==> src/rtl/rr_pkg.sv <==
// Shared definitions for the round-robin grant sequencer: requester count,
// index width, FSM state encoding and the pointer-increment helper.
package rr_pkg;

  localparam int N_REQ = 4;
  localparam int IDX_W = 2;

  typedef enum logic [1:0] {
    IDLE  = 2'd0,
    GRANT = 2'd1,
    GAP   = 2'd2
  } state_t;

  // Advance a requester pointer by one, wrapping 3 -> 0.
  function automatic logic [IDX_W-1:0] next_ptr(input logic [IDX_W-1:0] ptr);
    return ptr + IDX_W'(1);
  endfunction

endpackage

==> src/rtl/rr_pick.sv <==
// Rotate-priority picker: scans req upward starting one past last_ptr and
// returns the first set bit. The last-served requester is checked last.
module rr_pick
  import rr_pkg::*;
(
  input  logic [N_REQ-1:0] req,
  input  logic [IDX_W-1:0] last_ptr,
  output logic [IDX_W-1:0] pick,
  output logic             any
);

  logic [IDX_W-1:0] start;
  logic [IDX_W-1:0] cand;

  assign start = next_ptr(last_ptr);

  // Scan offsets from the far end down so the nearest candidate wins last.
  always_comb begin
    pick = '0;
    any  = 1'b0;
    cand = '0;
    for (int k = N_REQ - 1; k >= 0; k--) begin
      cand = start + IDX_W'(k);
      if (req[cand]) begin
        pick = cand;
        any  = 1'b1;
      end
    end
  end

endmodule

==> src/rtl/rr_grant_sequencer.sv <==
// Four-requester round-robin arbiter with hold-until-release handshaking,
// a per-grant hold timeout and a one-cycle dead gap between grants.
// All outputs are registered; grant_idx feeds a downstream 2-to-4 decoder
// and must be qualified by grant_valid.
module rr_grant_sequencer
  import rr_pkg::*;
#(
  parameter int MAX_HOLD = 8
) (
  input  logic             clk,
  input  logic             rst,
  input  logic [N_REQ-1:0] req,
  input  logic             done,
  output logic [IDX_W-1:0] grant_idx,
  output logic             grant_valid,
  output logic             timeout
);

  localparam int HOLD_W = (MAX_HOLD > 2) ? $clog2(MAX_HOLD) : 1;
  localparam logic [HOLD_W-1:0] HOLD_LAST = HOLD_W'(MAX_HOLD - 1);

  state_t           state;
  logic [IDX_W-1:0] last_ptr;
  logic [HOLD_W-1:0] hold_cnt;
  logic [IDX_W-1:0] pick;
  logic             any;
  logic             release_now;

  rr_pick u_pick (
    .req      (req),
    .last_ptr (last_ptr),
    .pick     (pick),
    .any      (any)
  );

  // A grant ends when the grantee strobes done or drops its own request.
  assign release_now = done | ~req[grant_idx];

  // Arbitration FSM: IDLE/GAP pick a new grantee, GRANT holds until release or timeout.
  always_ff @(posedge clk) begin
    if (rst) begin
      state       <= IDLE;
      grant_idx   <= '0;
      grant_valid <= 1'b0;
      timeout     <= 1'b0;
      hold_cnt    <= '0;
      last_ptr    <= IDX_W'(N_REQ - 1);
    end else begin
      case (state)
        IDLE, GAP: begin
          timeout <= 1'b0;
          if (any) begin
            state       <= GRANT;
            grant_idx   <= pick;
            grant_valid <= 1'b1;
            last_ptr    <= pick;
            hold_cnt    <= '0;
          end else begin
            state       <= IDLE;
            grant_valid <= 1'b0;
          end
        end
        GRANT: begin
          if (release_now) begin
            // Release takes precedence over an expiring hold: no timeout pulse.
            state       <= GAP;
            grant_valid <= 1'b0;
            timeout     <= 1'b0;
          end else if (hold_cnt == HOLD_LAST) begin
            state       <= GAP;
            grant_valid <= 1'b0;
            timeout     <= 1'b1;
          end else begin
            hold_cnt <= hold_cnt + HOLD_W'(1);
          end
        end
        default: begin
          state       <= IDLE;
          grant_valid <= 1'b0;
          timeout     <= 1'b0;
        end
      endcase
    end
  end

endmodule

==> config.mk <==
export PLATFORM = sky130hd
export DESIGN_NAME = rr_grant_sequencer
export DESIGN_NICKNAME = d
export VERILOG_FILES = /design/src/rtl/rr_pkg.sv /design/src/rtl/rr_pick.sv /design/src/rtl/rr_grant_sequencer.sv
export SDC_FILE = /design/constraint.sdc
export NUM_CORES = 1
export LEC_CHECK = 0
export BUFFER_PORTS_ARGS = -buffer_cell sky130_fd_sc_hd__buf_2
export CORE_AREA = 2 2 40 42
export DETAILED_ROUTE_END_ITERATION = 8
export DIE_AREA = 0 0 42 44
export PLACE_DENSITY_LB_ADDON = 0.25
export REMOVE_ABC_BUFFERS = 1
export SETUP_SLACK_MARGIN = 0.02
export SLEW_MARGIN = 10
export SYNTH_ARGS = -nofsm -noshare
export SYNTH_HDL_FRONTEND = slang
export SYNTH_SLANG_ARGS = --single-unit
==> constraint.sdc <==
create_clock -name clk -period 3.3 [get_ports clk]
set_input_delay 0.66 -clock clk [delete_from_list [all_inputs] [get_ports clk]]
set_output_delay 0.66 -clock clk [all_outputs]
set_load 0.01 [all_outputs]
==> flow_metrics.tcl <==
set metrics [dict create \
    grtUsageTotal 0.162 \
    vias_per_cell 5.73 \
    finalCritPeriodShare 0.480 \
    synthArstFlopShare 0 \
    die_width_um 42 \
    syn-cell-area_um2 606 \
    dpl.hpwl_um 897 \
    ys_seq_elements 11 \
    antenna_found_initial 0 \
    cts.sinks 11 \
    grt_pass1_wl_um 2250 \
    path_max_fanout 8 \
    dieHeight_um 44 \
    core_area_um2 1420 \
    place_area_um2 667 \
    power.density_nw_per_um2 508 \
    initial_core_util 0.427 \
    dieArea_um2 1850 \
    arrival_ps 1740 \
    cp_slowest_cell "mux4_2" \
    fin_hold_ws_ps 493 \
    max_clock_freq_ghz 0.631 \
    status "completed" \
    yosys_warnings 0 \
    tns_ps 0 \
    diodes 0 \
    worstPathCellList "buf_2 -> mux4_2 -> and2_4 -> a31oi_1 -> nor2_1" \
    finalHoldViolations 0 \
    maxCapViolCount 0 \
    routedWlPerCell_um 12.9 \
    setup_viol 0 \
    cts_buffer_depth 2 \
    final_layout_size_suffix_gt1_frac 0.284 \
    worstMarginPinSlew_ps 374 \
    finClkSkew_ps 2.46 \
    relSlewSlack 0.748 \
    multi_input_area_um2 362 \
    gp_congestion 0.865 \
    regArea_um2 220 \
    final_cell_area_um2 693 \
    path_buf_inv 1 \
    synth.distinct_cells 31 \
    cts_buffers 3 \
    clock_latency_ps 260 \
    p_total_mw 0.352 \
    ios 11 \
    io_buffers 10 \
    critPathMaxStageDelay_ps 500 \
    drc 0 \
    synth_ff_type "dfxtp_1" \
    cp.required_ps 3450 \
    syn_area_per_cell_um2 8.78 \
    clk_pin_slew_ps 70 \
    start_kind "input port" \
    cts-htree-levels 1 \
    cts_resized 0 \
    critical_path_class "in -> reg" \
    critPathTopFamily "multiplexers" \
    routed_wl_um 1250 \
    vias 556 \
    num-nets-final 91 \
    synth_edf_count 0 \
    maxSlewViolCount 0 \
    drt_iter0_markers 10 \
    ant_nets 0 \
    fillers 158 \
    max-vdd-ir-drop_uv 313 \
    hp-class "reg -> reg" \
    cts_tree "built" \
    cts_root_buf "clkbuf_4" \
    p_leak_nw 0.276 \
    synthCells 69 \
    end_kind "flop" \
    post_cts_buffers 0 \
    ys_seq_area_frac 0.364 \
    grt-ovfl-total 0 \
    rows 14 \
    grt_pass1_vias 524 \
    finalCriticalPeriod_ps 1580 \
    holdBufCountCts 0 \
    rsz0062_at_grt "false" \
    dr.pass1.iters 4 \
    grt_max_degree 12 \
    area_growth_pct 14.5 \
]
## per-stage QoR
| step | instances | utilization | worst slack (ps) |
|---|---|---|---|
| 2_1_floorplan | 67 | - | 1670 |
| 3_3_place_gp | 93 | 0.470 | 1450 |
| 3_5_place_dp | 93 | 0.470 | 1440 |
| 4_1_cts | 97 | 0.489 | 1720 |
| 5_1_grt | 97 | 0.489 | 1660 |
| 6_report | 97 | 0.489 | 1720 |
## power by group
part           switching (mW)  leakage (nW)  total, mW  internal, mW
registers              0.0194        0.0905      0.167         0.148
logic                  0.0516         0.170     0.0943        0.0428
clock network          0.0434        0.0150     0.0902        0.0467
## placed cells by master (no fill, tap or decap), drive strengths merged
cell,count
and2,1
mux4,1
nand3,3
and3b,1
nand4,2
nor4b,2
a31oi,1
nor3b,1
o21ai,6
and4bb,1
a31o,1
ha,2
nand2,2
dfxtp,11
clkbuf,4
nor4,1
a211oi,1
a311oi,1
o221ai,1
nor2,7
a21oi,9
inv,4
nand3b,2
o22a,1
buf,10
or2b,1
or2,1
nor3,3
## registers in the layout, summed over array words and instances (netlist names)
name,cells
grant_idx,2
grant_valid,1
hold_cnt,3
last_ptr,2
state,2
timeout,1
## cell families after synthesis
| logic type | count (synthesis) | synth area share |
|---|---|---|
| buffers and inverters | 6 | 0.0392 |
| AOI/OAI and AO/OA | 21 | 0.221 |
| DFF | 11 | 0.364 |
| and+or+nand+nor | 28 | 0.298 |
| adders and majority gates | 2 | 0.0413 |
| muxes | 1 | 0.0372 |
## tightest hold or removal path, delay by kind of cell, from the launching register on
family / cells / cell delay, ps
DFF: 1 / 310
AOI/OAI and AO/OA: 2 / 130
## synthesized netlist by cell type, types with 2 or more instances
master	count	share of area
a21oi_1	8	0.066
ha_1	2	0.041
nor3_1	3	0.025
nand3_1	3	0.025
o21ai_0	2	0.017
o21ai_1	4	0.033
inv_1	4	0.025
nand3b_1	2	0.025
nand2_1	2	0.012
nand4_1	2	0.021
nor2_1	7	0.043
dfxtp_1	11	0.36
## area by class of cell
class                      count  area share
clock buffer                   4      0.0379
sequential                    11       0.318
multi-input combinational     52       0.522
inverter                       4      0.0217
tap                           16      0.0289
timing repair buffer          10      0.0722
## final timing paths
check	start	slack [ps]	to	cells past startpoint
setup / recovery	req[3]	1720	grant_valid	5
hold / removal	hold_cnt[2]	490	hold_cnt[2]	2
setup reg to reg	grant_idx[1]	1840	grant_valid	4
hold reg to reg	hold_cnt[2]	490	hold_cnt[2]	2
## per-layer routing
layer  share of wire  vias up  global-route usage
met5               0        -                   0
met4           0.018        0              0.0903
met3           0.031        4              0.0417
met2            0.45       10               0.244
met1            0.50      259               0.213
li1                -      283                   -
(Power assumes the default switching activity.)
